--- config.mk ---
export PLATFORM = sky130hd
export DESIGN_NAME = alarme_controle_flat
export DESIGN_NICKNAME = d
export VERILOG_FILES = /design/src/rtl/alarme_pkg.sv /design/src/rtl/alarme_controle_if.sv /design/src/rtl/detector_borda.sv /design/src/rtl/alarme_controle.sv /design/src/flat_wrapper.sv
export SDC_FILE = /design/constraint.sdc
export NUM_CORES = 1
export LEC_CHECK = 0
export CAP_MARGIN = 10
export CORE_UTILIZATION = 39
export CTS_CLUSTER_SIZE = 25
export DETAILED_ROUTE_END_ITERATION = 8
export PLACE_DENSITY = 0.79
export RECOVER_POWER = 25
export SKIP_CTS_REPAIR_TIMING = 1
export SYNTH_ARGS = -nofsm -noshare
export SYNTH_HDL_FRONTEND = slang
export SYNTH_SLANG_ARGS = --single-unit
--- constraint.sdc ---
create_clock -name clk -period 2 [get_ports clk]
set_input_delay 0.4 -clock clk [delete_from_list [all_inputs] [get_ports clk]]
set_output_delay 0.4 -clock clk [all_outputs]
set_load 0.01 [all_outputs]
--- src/rtl/alarme_pkg.sv ---
// Shared types and constants for the alarm controller: state encodings,
// timer clear-bus codes and the saturating wrong-code counter helper.
package alarme_pkg;

  typedef enum logic [2:0] {
    DESARMADO = 3'd0,
    SAIDA     = 3'd1,
    ARMADO    = 3'd2,
    ENTRADA   = 3'd3,
    ALARME    = 3'd4
  } estado_t;

  localparam logic [2:0] TMR_RODA = 3'b000;
  localparam logic [2:0] TMR_ZERA = 3'b111;

  localparam int FALHAS_W = 2;
  typedef logic [FALHAS_W-1:0] falhas_t;

  function automatic falhas_t falhas_inc(input falhas_t f);
    return (f == '1) ? f : falhas_t'(f + 1'b1);
  endfunction

  // The timer only runs during the exit and entry delays.
  function automatic logic [2:0] tmr_decode(input estado_t e);
    return (e == SAIDA || e == ENTRADA) ? TMR_RODA : TMR_ZERA;
  endfunction

endpackage

--- src/rtl/alarme_controle_if.sv ---
// Keypad, sensor and timer signals of the alarm controller, bundled with
// master (stimulus side) and slave (controller side) views. Optional panic input under ALARME_PANICO_EN.
interface alarme_controle_if
  import alarme_pkg::*;
#(
  parameter int NUM_SENSORES = 4,
  parameter int CODE_W       = 4
);
  logic [NUM_SENSORES-1:0] sensores;
  logic                    tecla_arm;
  logic                    tecla_ok;
  logic [CODE_W-1:0]       codigo;
  logic                    hab;
`ifdef ALARME_PANICO_EN
  logic                    panico;
`endif
  logic [2:0]              tmr_clr;
  logic [2:0]              estado;
  logic                    armado;
  logic                    sirene;
  logic [FALHAS_W-1:0]     falhas;
  logic [NUM_SENSORES-1:0] sensor_disparo;

`ifdef ALARME_PANICO_EN
  modport master (output sensores, tecla_arm, tecla_ok, codigo, hab, panico,
                  input  tmr_clr, estado, armado, sirene, falhas, sensor_disparo);
  modport slave  (input  sensores, tecla_arm, tecla_ok, codigo, hab, panico,
                  output tmr_clr, estado, armado, sirene, falhas, sensor_disparo);
`else
  modport master (output sensores, tecla_arm, tecla_ok, codigo, hab,
                  input  tmr_clr, estado, armado, sirene, falhas, sensor_disparo);
  modport slave  (input  sensores, tecla_arm, tecla_ok, codigo, hab,
                  output tmr_clr, estado, armado, sirene, falhas, sensor_disparo);
`endif

endinterface

--- src/rtl/detector_borda.sv ---
// Rising-edge detector: registers the previous level, so a held level
// produces exactly one single-cycle event.
module detector_borda (
  input  logic clk,
  input  logic clr,
  input  logic x,
  output logic borda
);

  logic x_q;

  // NOTE: reset is synchronous and active-high here, sampled on the clock edge.
  always_ff @(posedge clk) begin
    if (clr) x_q <= 1'b0;
    else     x_q <= x;
  end

  assign borda = x & ~x_q;

endmodule

--- src/rtl/alarme_controle.sv ---
// Arm/disarm controller: drives the 3-minute timer clear bus, the siren and
// the triggered-sensor record. Define ALARME_PANICO_EN to add the panic input.
module alarme_controle
  import alarme_pkg::*;
#(
  parameter int                NUM_SENSORES = 4,
  parameter int                CODE_W       = 4,
  parameter logic [CODE_W-1:0] CODIGO       = 4'hA,
  parameter int                MAX_TENT     = 3
) (
  input logic               clk,
  input logic               clr,
  alarme_controle_if.slave  bus
);

  logic arm_ev, ok_ev, hab_ev, panico_ev;

  detector_borda u_borda_arm (.clk(clk), .clr(clr), .x(bus.tecla_arm), .borda(arm_ev));
  detector_borda u_borda_ok  (.clk(clk), .clr(clr), .x(bus.tecla_ok),  .borda(ok_ev));
  detector_borda u_borda_hab (.clk(clk), .clr(clr), .x(bus.hab),       .borda(hab_ev));

`ifdef ALARME_PANICO_EN
  detector_borda u_borda_pan (.clk(clk), .clr(clr), .x(bus.panico),    .borda(panico_ev));
`else
  assign panico_ev = 1'b0;
`endif

  logic ok_certo, ok_errado;
  assign ok_certo  = ok_ev &  (bus.codigo == CODIGO);
  assign ok_errado = ok_ev & ~(bus.codigo == CODIGO);

  estado_t                 estado_q, estado_d;
  falhas_t                 falhas_q, falhas_d;
  logic [NUM_SENSORES-1:0] disparo_q, disparo_d;
  logic [2:0]              tmr_clr_q;
  logic                    armado_q, sirene_q;

  // NOTE: every variable gets a default at the top of always_comb, so no path leaves it unassigned and no latch is inferred.
  always_comb begin
    estado_d  = estado_q;
    falhas_d  = falhas_q;
    disparo_d = disparo_q;

    if (panico_ev) begin
      // Panic alarms immediately and leaves the attempt count and sensor record untouched.
      estado_d = ALARME;
    end else begin
      if (estado_q == ARMADO || estado_q == ENTRADA || estado_q == ALARME)
        disparo_d = disparo_q | bus.sensores;

      if (ok_certo) begin
        estado_d  = DESARMADO;
        falhas_d  = '0;
        disparo_d = '0;
      end else begin
        case (estado_q)
          DESARMADO: begin
            if (arm_ev && bus.sensores == '0) begin
              estado_d = SAIDA;
              falhas_d = '0;
            end
          end
          SAIDA: begin
            if (hab_ev) estado_d = ARMADO;
          end
          ARMADO: begin
            if (|bus.sensores) estado_d = ENTRADA;
          end
          ENTRADA: begin
            if (ok_errado) begin
              falhas_d = falhas_inc(falhas_q);
              if (int'(falhas_d) >= MAX_TENT || hab_ev) estado_d = ALARME;
            end else if (hab_ev) begin
              estado_d = ALARME;
            end
          end
          ALARME: begin
            if (ok_errado) falhas_d = falhas_inc(falhas_q);
          end
          default: begin
            estado_d  = DESARMADO;
            disparo_d = '0;
          end
        endcase
      end
    end
  end

  // NOTE: state is updated with non-blocking assignments so every register samples pre-edge values.
  always_ff @(posedge clk) begin
    if (clr) begin
      estado_q  <= DESARMADO;
      falhas_q  <= '0;
      disparo_q <= '0;
      tmr_clr_q <= TMR_ZERA;
      armado_q  <= 1'b0;
      sirene_q  <= 1'b0;
    end else begin
      estado_q  <= estado_d;
      falhas_q  <= falhas_d;
      disparo_q <= disparo_d;
      tmr_clr_q <= tmr_decode(estado_d);
      armado_q  <= (estado_d == ARMADO || estado_d == ENTRADA || estado_d == ALARME);
      sirene_q  <= (estado_d == ALARME);
    end
  end

  assign bus.estado         = estado_q;
  assign bus.falhas         = falhas_q;
  assign bus.sensor_disparo = disparo_q;
  assign bus.tmr_clr        = tmr_clr_q;
  assign bus.armado         = armado_q;
  assign bus.sirene         = sirene_q;

endmodule

--- src/flat_wrapper.sv ---
// flat-port wrapper written by rule: the top's interface ports become plain ports
module alarme_controle_flat import alarme_pkg::*;
#(
  parameter int                NUM_SENSORES = 4,
  parameter int                CODE_W       = 4,
  parameter logic [CODE_W-1:0] CODIGO       = 4'hA,
  parameter int                MAX_TENT     = 3
)
  (clk, clr, bus_sensores, bus_tecla_arm, bus_tecla_ok, bus_codigo, bus_hab, bus_tmr_clr, bus_estado, bus_armado, bus_sirene, bus_falhas, bus_sensor_disparo);
  alarme_controle_if #(.NUM_SENSORES(NUM_SENSORES), .CODE_W(CODE_W)) bus_i ();
  input logic clk;
  input logic clr;
  input wire logic [$bits(bus_i.sensores)-1:0] bus_sensores;
  input wire logic [$bits(bus_i.tecla_arm)-1:0] bus_tecla_arm;
  input wire logic [$bits(bus_i.tecla_ok)-1:0] bus_tecla_ok;
  input wire logic [$bits(bus_i.codigo)-1:0] bus_codigo;
  input wire logic [$bits(bus_i.hab)-1:0] bus_hab;
  output wire logic [$bits(bus_i.tmr_clr)-1:0] bus_tmr_clr;
  output wire logic [$bits(bus_i.estado)-1:0] bus_estado;
  output wire logic [$bits(bus_i.armado)-1:0] bus_armado;
  output wire logic [$bits(bus_i.sirene)-1:0] bus_sirene;
  output wire logic [$bits(bus_i.falhas)-1:0] bus_falhas;
  output wire logic [$bits(bus_i.sensor_disparo)-1:0] bus_sensor_disparo;
  assign bus_i.sensores = bus_sensores;
  assign bus_i.tecla_arm = bus_tecla_arm;
  assign bus_i.tecla_ok = bus_tecla_ok;
  assign bus_i.codigo = bus_codigo;
  assign bus_i.hab = bus_hab;
  assign bus_tmr_clr = bus_i.tmr_clr;
  assign bus_estado = bus_i.estado;
  assign bus_armado = bus_i.armado;
  assign bus_sirene = bus_i.sirene;
  assign bus_falhas = bus_i.falhas;
  assign bus_sensor_disparo = bus_i.sensor_disparo;
  alarme_controle #(.NUM_SENSORES(NUM_SENSORES), .CODE_W(CODE_W), .CODIGO(CODIGO), .MAX_TENT(MAX_TENT)) u_core (.clk(clk), .clr(clr), .bus(bus_i));
endmodule
* Word level (Yosys, flattened, before mapping)
Index checks and enable logic that the tools add are counted.
** Cells by class
- Order comparisons :: 1
- Bitwise logic cells :: 11
- Equal/unequal tests :: 12
- $add $sub $neg :: 1
- Reductions and logical operators :: 16
- Mux-type cells :: 13
** Operators by type and width (number)
- 2-to-1 mux 3 bit :: 8
- one-hot mux 3 bit (5 select lines) :: 1
- equality test 3 x 2 -> 1 bit (second input constant) :: 4
- equality test 3 x 1 -> 1 bit (second input constant) :: 2
- equality test 3 bit (second input constant) :: 2
- logical OR 1 bit :: 6
- 2-to-1 mux 2 bit :: 3
- AND 1 bit :: 5
- NOT 1 bit :: 5
- OR reduction 5 bit :: 1
- equality test 4 bit (second input constant) :: 1
- logical NOT 4 bit :: 1
- != test 2 x 1 -> 1 bit (second input constant) :: 2
- bitwise OR 4 bit :: 1
- one-hot mux 2 bit (2 select lines) :: 1
- OR reduction 2 bit :: 2
- OR reduction 4 bit :: 1
- logical NOT 3 bit :: 1
- AND reduction 3 bit :: 1
- OR reduction 3 bit :: 1
- adder 2 x 1 -> 2 bit (second input constant) :: 1
- equality test 2 bit (second input constant) :: 1
- greater-or-equal comparator 2 bit (second input constant) :: 1
- nonzero test 2 bit :: 1
- logical AND 1 bit :: 1
** Storage, ports and cells
- Word-level logic and storage cells :: 63
- Register bits :: 17
- Bits of input ports :: 13

* Logic depth before layout (Yosys ltp)
Gate-level depths: netlist of the first run.
- Word-level depth :: 11
- Depth in mapped cells :: 5

* Modules after synthesis
A second synthesis of the first run with hierarchy kept.
** Unflattened totals
- Cells, all modules :: 69
- Area, all modules :: 747.0 µm²
** By module, submodules not included
- alarme_controle :: cells each 60, times used 1, area each 604.3 µm²
- detector_borda :: cells each 3, times used 3, area each 47.5 µm²

* Worst setup path before layout of the first run
OpenSTA, ideal clock, no wires.
- Kind :: reg-to-reg
- From :: register u_core.estado_q[1], in the netlist u_core.bus.estado[1]
- To :: register u_core.falhas_q[0], in the netlist u_core.bus.falhas[0]
- Cell stages (with the launch flop) :: 6
- Path slack :: 0.541 ns
- Data arrival time :: 1.368 ns
- Cell sequence :: dfxtp_1 buf_6 or3b_4 a211oi_2 a21oi_1 a311oi_1
** On the way
- Cells in the longest elaborated chain, start to end :: 4
- Elaborated cells on any way between the ends :: 9
** Ends and longest elaborated chain
- start: declaration :: RTL line alarme_controle.sv:32 : estado_t estado_q, estado_d;
- start signal: assignment :: RTL line alarme_controle.sv:99 : estado_q <= estado_d;
- equality test 3 bit or equality test 3 x 2 -> 1 bit (tied branches) :: RTL line alarme_controle.sv:56 : case (estado_q)
- OR reduction 2 bit (no source line)
- != test 2 x 1 -> 1 bit (no source line) or nonzero test 2 bit (tied branches)
- AND reduction 3 bit (no source line)
- end signal: assignment :: RTL line alarme_controle.sv:100 : falhas_q <= falhas_d;
- end: declaration :: RTL line alarme_controle.sv:33 : falhas_t falhas_q, falhas_d;
Parallel ways exist; a longest one is shown, timed or not.
A chain may end at the register's enable or synchronous reset.

* Worst setup path after layout of the first run
- From :: register u_core.estado_q[1], in the netlist u_core.bus.estado[1]
- To :: output port bus_estado[1]
** RTL lines
- end: declaration :: RTL line flat_wrapper.sv:19 : output wire logic [$bits(bus_i.estado)-1:0] bus_estado;
No word-level cell between the ends.

==> results of run 1 <==
==> report_power, final <==
part,switching [W],internal (W)
clock,0.0000857,0.0000773
sequential,0.00000333,0.000303
combinational,0.0000194,0.0000333
==> metrics by stage <==
step / worst slack (ns) / std cells / hold slack [ns] / cell area, sq um / utilization [%]
floorplan: 0.5409 / 65 / 0.4716 / 623.1 / -
CTS: 0.2086 / 108 / 0.4775 / 903.4 / 59.97
finish: 0.2056 / 108 / 0.4696 / 903.4 / 59.97
global route: 0.1089 / 108 / 0.5243 / 903.4 / 59.97
detailed placement: 0.1277 / 104 / 0.4571 / 877.1 / 58.22
global placement: 0.1567 / 104 / 0.4481 / 877.1 / 58.22
==> kinds of logic after synthesis <==
kind of cell    count (synthesis)
compound gates                 18
buf+inv                         6
flops                          15
mux                             1
simple gates                   25
==> per-layer routing <==
metal	up-vias	GRT usage [%]
li1	285	-
met1	246	18.31
met2	22	23.75
met3	4	4.310
met4	0	9.677
met5	-	0
==> worst max-delay path by stage <==
stage / cells after the start / end / from
floorplan: 5 / u_core.bus.falhas[0] / u_core.bus.estado[1]
global placement: 5 / u_core.bus.estado[0] / bus_sensores[0]
detailed placement: 5 / u_core.bus.falhas[0] / bus_sensores[0]
CTS: 1 / bus_estado[1] / u_core.bus.estado[1]
global route: 1 / bus_estado[1] / u_core.bus.estado[1]
finish: 1 / bus_estado[1] / u_core.bus.estado[1]
==> state kept, by name (all words and copies together) (netlist names) <==
signal                     cells
u_core.bus.estado              3
u_core.bus.tmr_clr             1
u_core.bus.sensor_disparo      4
u_core.u_borda_arm.x_q         1
u_core.u_borda_hab.x_q         1
u_core.bus.falhas              2
u_core.u_borda_ok.x_q          1
u_core.bus.armado              1
u_core.bus.sirene              1
==> cell usage after synthesis, drive strengths merged (2+ instances only) <==
library cell	count	area share, %
a21oi	9	7.2
a311oi	2	2.8
buf	3	4.2
dfxtp	15	48
inv	3	1.8
nand2	2	1.2
nand2b	4	4.0
nor2	6	3.6
nor2b	3	3.0
nor3b	2	3.2
o21ai	2	1.6
==> layout make-up <==
type                    count  area, sq um  area share, %
well taps                  16        20.02          2.216
repair buffers             26        260.3          28.81
clock buffers               4        26.28          2.909
multi-input cells          44        285.3          31.58
flip-flops and latches     15        300.3          33.24
inverters                   3        11.26          1.247
==> out/metrics.csv, run 1 <==
stage;metric;value;unit
detailed_routing;vias;557;
final_layout;final_cell_mix;24 x clkdlybuf4s50_1, 15 x dfxtp_1, 9 x a21oi_1, 6 x nor2_1, 4 x nand2b_1;
final_layout;antennaDiodeCount;0;
timing;rsz0062_at_grt;false;
synthesis;ys_seq_area_share;48.19;%
floorplan;design.core.area;1506;sq um
power;power_leakage;0.3156;nW
detailed_routing;dr.max_layer_used;met4;
floorplan;die_height;41.97;um
setup_path;critical_path_required;1.60;ns
detailed_routing;drc;0;
synthesis;muxShareOfSynthArea;1.606;%
clock_network;clock_latency;0.27;ns
grt;grt_usage;15.23;%
timing;hold_violations;0;
synthesis;netlist_instances;65;
detailed_routing;met2_length;527;um
clock_network;clock_sinks;15;
floorplan;start_util;41.36;%
floorplan;die_w;41.97;um
timing;worst_pin_slew;0.4263;ns
timing;slew_headroom;71.31;%
synthesis;yosys.area_share.adder;0;%
setup_path;crit_type;reg -> out;
setup_path;end_kind;output pin;
floorplan;rows;14;
flow_run;maxCapViolations;0;
setup_path;cpMaxStageDelayCell;clkdlybuf4s50_1;
synthesis;synthSimpleGateAreaFrac;25.30;%
setup_path;worstReg2RegStart;u_core.bus.estado[2];
detailed_routing;vias_per_cell;5.157;
grt;grt_max_degree;12;
detailed_routing;wirelength;1.186;mm
setup_path;critPathMaxStageDelay;0.60;ns
clock_network;tritoncts;done;
setup_path;cp.arrival;1.39;ns
grt;overflow;0;
detailed_routing;wl_per_cell;10.98;um
timing;finalSetupViolCount;0;
synthesis;syn_area_per_cell;9.586;sq um
timing;setup_tns;0;ns
grt;antenna_found_initial;0;
final_layout;fillers;129;
detailed_routing;drt-initial-drc-count;13;
grt;grt_pass1_wl;2.014;mm
synthesis;syn-cell-area;623.1;sq um
worst_hold_path;hold_depth;2;
clock_network;numCtsBuffers;3;
setup_path;cp_top_family;buffers and inverters;
synthesis;synth_compound_area_share;18.88;%
setup_path;r2r_cells;4;
floorplan;dieArea;1761;sq um
setup_path;path_buf_inv;1;
detailed_routing;postRouteAntennaNets;0;
power;p_per_area;578.2;nW/um^2
placement;gp_congestion;0.7580;
timing;drv_slew;0;
timing;fin_crit;1.794;ns
setup_path;r2r_end;u_core.bus.falhas[0];
clock_network;clk_pin_slew_worst_paths;0.08;ns
setup_path;r2r_setup_slack;0.45;ns
clock_network;cts_max_level;1;
placement;dp_hpwl;903.5;um
synthesis;ys_warn_count;0;
synthesis;synth_edf_count;0;
worst_hold_path;min_from;u_core.bus.sensor_disparo[1];
synthesis;synth_nets;78;
synthesis;synth_async_sr_flop_share;0;%
timing;finalClockSkew;0.002036;ns
detailed_routing;dr_wl_met3;97;um
final_layout;syn2layout_area_growth;44.98;%
detailed_routing;drt-met1-wl;529;um
clock_network;clockBufferDepth;2;
synthesis;synthFlopType;dfxtp_1;
grt;grt_pass1_vias;486;
outcome;outcome;completed;
power;vdd_drop_max;336.6;uV
setup_path;path_cells;clkdlybuf4s50_1;
final_layout;fin_nets;106;
setup_path;worstPathMaxFanout;11;
floorplan;io_pins;27;
worst_hold_path;hold_path_class;reg -> reg;
final_layout;layout_commonest_cell;clkdlybuf4s50_1;
synthesis;yosys.area_share.xor_xnor;0;%
synthesis;yosys_register_bits;15;
synthesis;synth_cell_types;28;
power;p_total;0.0005224;W
timing;fin_crit_sh;89.72;%
setup_path;startpoint_type;flop;
clock_network;root_buffer;clkbuf_4;
detailed_routing;drt-pass1-iter-count;4;
synthesis;synth_top_family_by_area;simple AND/OR/NAND/NOR gates;
timing;max_freq;557.3;MHz
worst_hold_path;whs_endpoint;u_core.bus.sensor_disparo[1];
final_layout;drive_gt1_share;7.609;%
placement;port_buffers;26;
Note: power is estimated with default switching activity, not from simulation.
==> inputs of run 2 (changes only) <==
TNS_END_PERCENT = 20   (was default)
==> results of run 2 <==
The final DEF is identical to that of run 1; final timing and power are the same.
==> inputs of run 3 (changes only) <==
CORE_MARGIN = 4   (was default)
==> out/metrics.csv, run 3 (same netlist as run 1, synthesis figures left out) <==
stage;metric;value;unit;change
final_layout;layout_commonest_cell;clkdlybuf4s50_1;;
timing;fin_crit;1.821;ns;+0.02672 ns
detailed_routing;drt-pass1-iter-count;4;;unchanged
detailed_routing;vias_per_cell;5.259;;+2.0%
detailed_routing;wl_per_cell;12.19;um;+11%
final_layout;largest_register_ffs;4;;unchanged
timing;fin_crit_sh;91.06;%;+1.3 points
clock_network;clock_latency;0.28;ns;about the same
power;vdd_drop_max;314.3;uV;-6.6%
grt;grt_pass1_wl;2.083;mm;+3.4%
placement;port_buffers;26;;unchanged
power;power_leakage;0.3220;nW;+2.0%
timing;setup_tns;0;ns;unchanged
placement;preCtsSetupSlack;0.1182;ns;-0.009543 ns
detailed_routing;vias;568;;+2.0%
final_layout;seq_area;300.3;sq um;unchanged
clock_network;cts_max_level;1;;unchanged
setup_path;crit_type;reg -> out;;
final_layout;syn2layout_area_growth;45.18;%;
setup_path;critical_path_required;1.60;ns;about the same
detailed_routing;wirelength;1.316;mm;+11%
grt;antenna_found_initial;0;;unchanged
timing;finalClockSkew;0.006317;ns;+0.004280 ns
final_layout;finish.utilization;60.05;%;+0.083 points
timing;hold_violations;0;;unchanged
setup_path;path_cells;clkdlybuf4s50_1;;
grt;grt_max_degree;12;;unchanged
placement;dp_hpwl;1.048;mm;+16%
setup_path;critPathMaxStageDelay;0.61;ns;about the same
setup_path;cp_top_family;buffers and inverters;;
floorplan;start_util;41.36;%;unchanged
clock_network;clockBufferDepth;2;;unchanged
detailed_routing;drc;0;;unchanged
setup_path;path_buf_inv;1;;unchanged
placement;dpl_cell_area;877.1;sq um;unchanged
final_layout;multi_input_area;285.3;sq um;unchanged
power;p_per_area;584.1;nW/um^2;+1.0%
placement;gp_congestion;0.7632;;+0.69%
floorplan;design.core.area;1506;sq um;unchanged
setup_path;end_kind;output pin;;
final_layout;antennaDiodeCount;0;;unchanged
worst_hold_path;hold_path_class;reg -> reg;;
final_layout;fin_nets;106;;unchanged
floorplan;dieArea;2301;sq um;+31%
final_layout;fillers;136;;+5.4%
setup_path;cpMaxStageDelayCell;clkdlybuf4s50_1;;
final_layout;finish.instance_area;904.6;sq um;+0.14%
clock_network;clk_pin_slew_worst_paths;0.09;ns;about the same
detailed_routing;postRouteAntennaNets;0;;unchanged
timing;drv_slew;0;;unchanged
outcome;outcome;completed;;
floorplan;rows;14;;unchanged
setup_path;cp.arrival;1.42;ns;+0.03 ns
floorplan;die_height;47.97;um;+14%
timing;setup_ws;0.1789;ns;-0.02672 ns
timing;rsz0062_at_grt;false;;
clock_network;numCtsBuffers;3;;unchanged
final_layout;drive_gt1_share;8.696;%;+1.1 points
setup_path;worstPathMaxFanout;11;;unchanged
grt;grt_usage;12.48;%;-2.8 points
grt;grt_pass1_vias;504;;+3.7%
timing;finalSetupViolCount;0;;unchanged
timing;max_freq;549.1;MHz;-1.5%
flow_run;maxCapViolations;0;;unchanged
grt;overflow;0;;unchanged
floorplan;io_pins;27;;unchanged
timing;worst_pin_slew;0.4255;ns;-0.0008765 ns
clock_network;tritoncts;done;;
clock_network;root_buffer;clkbuf_4;;
detailed_routing;drt-initial-drc-count;12;;-1
timing;slew_headroom;71.37;%;about the same
floorplan;die_w;47.97;um;+14%
clock_network;clock_sinks;15;;unchanged
final_layout;final_cell_mix;23 x clkdlybuf4s50_1, 15 x dfxtp_1, 9 x a21oi_1, 6 x nor2_1, 4 x nand2b_1;;
setup_path;startpoint_type;flop;;
==> run 3: changes by cell type in the layout (fill, tap and decap cells not counted), sizes merged <==
| cell | change |
|---|---|
| clkbuf | -1 |
| dlygate4sd3 | +1 |
| clkinv | +1 |
| clkdlybuf4s50 | -1 |
==> run 3: area by class of cell <==
type | instances | share of cell area, %
clock inverters | 1 | 0.5533
repair buffers | 26 | 28.77
multi-input cells | 44 | 31.54
inverters | 3 | 1.245
well taps | 16 | 2.213
clock buffers | 3 | 2.490
flip-flops and latches | 15 | 33.20
==> run 3: final timing paths <==
check	end	depth (start not counted)	from	slack (ns)
max	bus_estado[1]	1	u_core.bus.estado[1]	0.18
min	u_core.bus.sensor_disparo[0]	2	u_core.bus.sensor_disparo[0]	0.48
min reg2reg	u_core.bus.sensor_disparo[0]	2	u_core.bus.sensor_disparo[0]	0.48
max reg2reg	u_core.bus.falhas[0]	4	u_core.bus.estado[2]	0.46
==> run 3: through the flow <==
step / instances / hold WS [ns] / power (W)
final: 108 / 0.4760 / 0.0005284
after CTS: 108 / 0.4815 / 0.0005339
after floorplan: 65 / 0.4716 / 0.0003344
after global placement: 104 / 0.4473 / 0.0003671
after global routing: 108 / 0.5116 / 0.0005480
after detailed placement: 104 / 0.4593 / 0.0003686
==> run 3: tightest hold or removal path, cell delays in order, from the launching register on <==
cell	delay [ns]
dfxtp_1	0.33
a21oi_1	0.05
nor2_1	0.07
==> run 3: layer usage <==
layer | GRT usage, % | vias to the layer above | routed length [um]
met1 | 16.48 | 264 | 586
met5 | 0 | - | 0
met3 | 1.128 | 2 | 77
met4 | 4.839 | 0 | 12
met2 | 20.84 | 16 | 639
li1 | - | 286 | -
==> run 3: power breakdown <==
group          internal [W]   total, W  switching (W)
logic             0.0000333  0.0000536      0.0000203
clock network     0.0000741   0.000168      0.0000939
registers          0.000304   0.000307     0.00000331
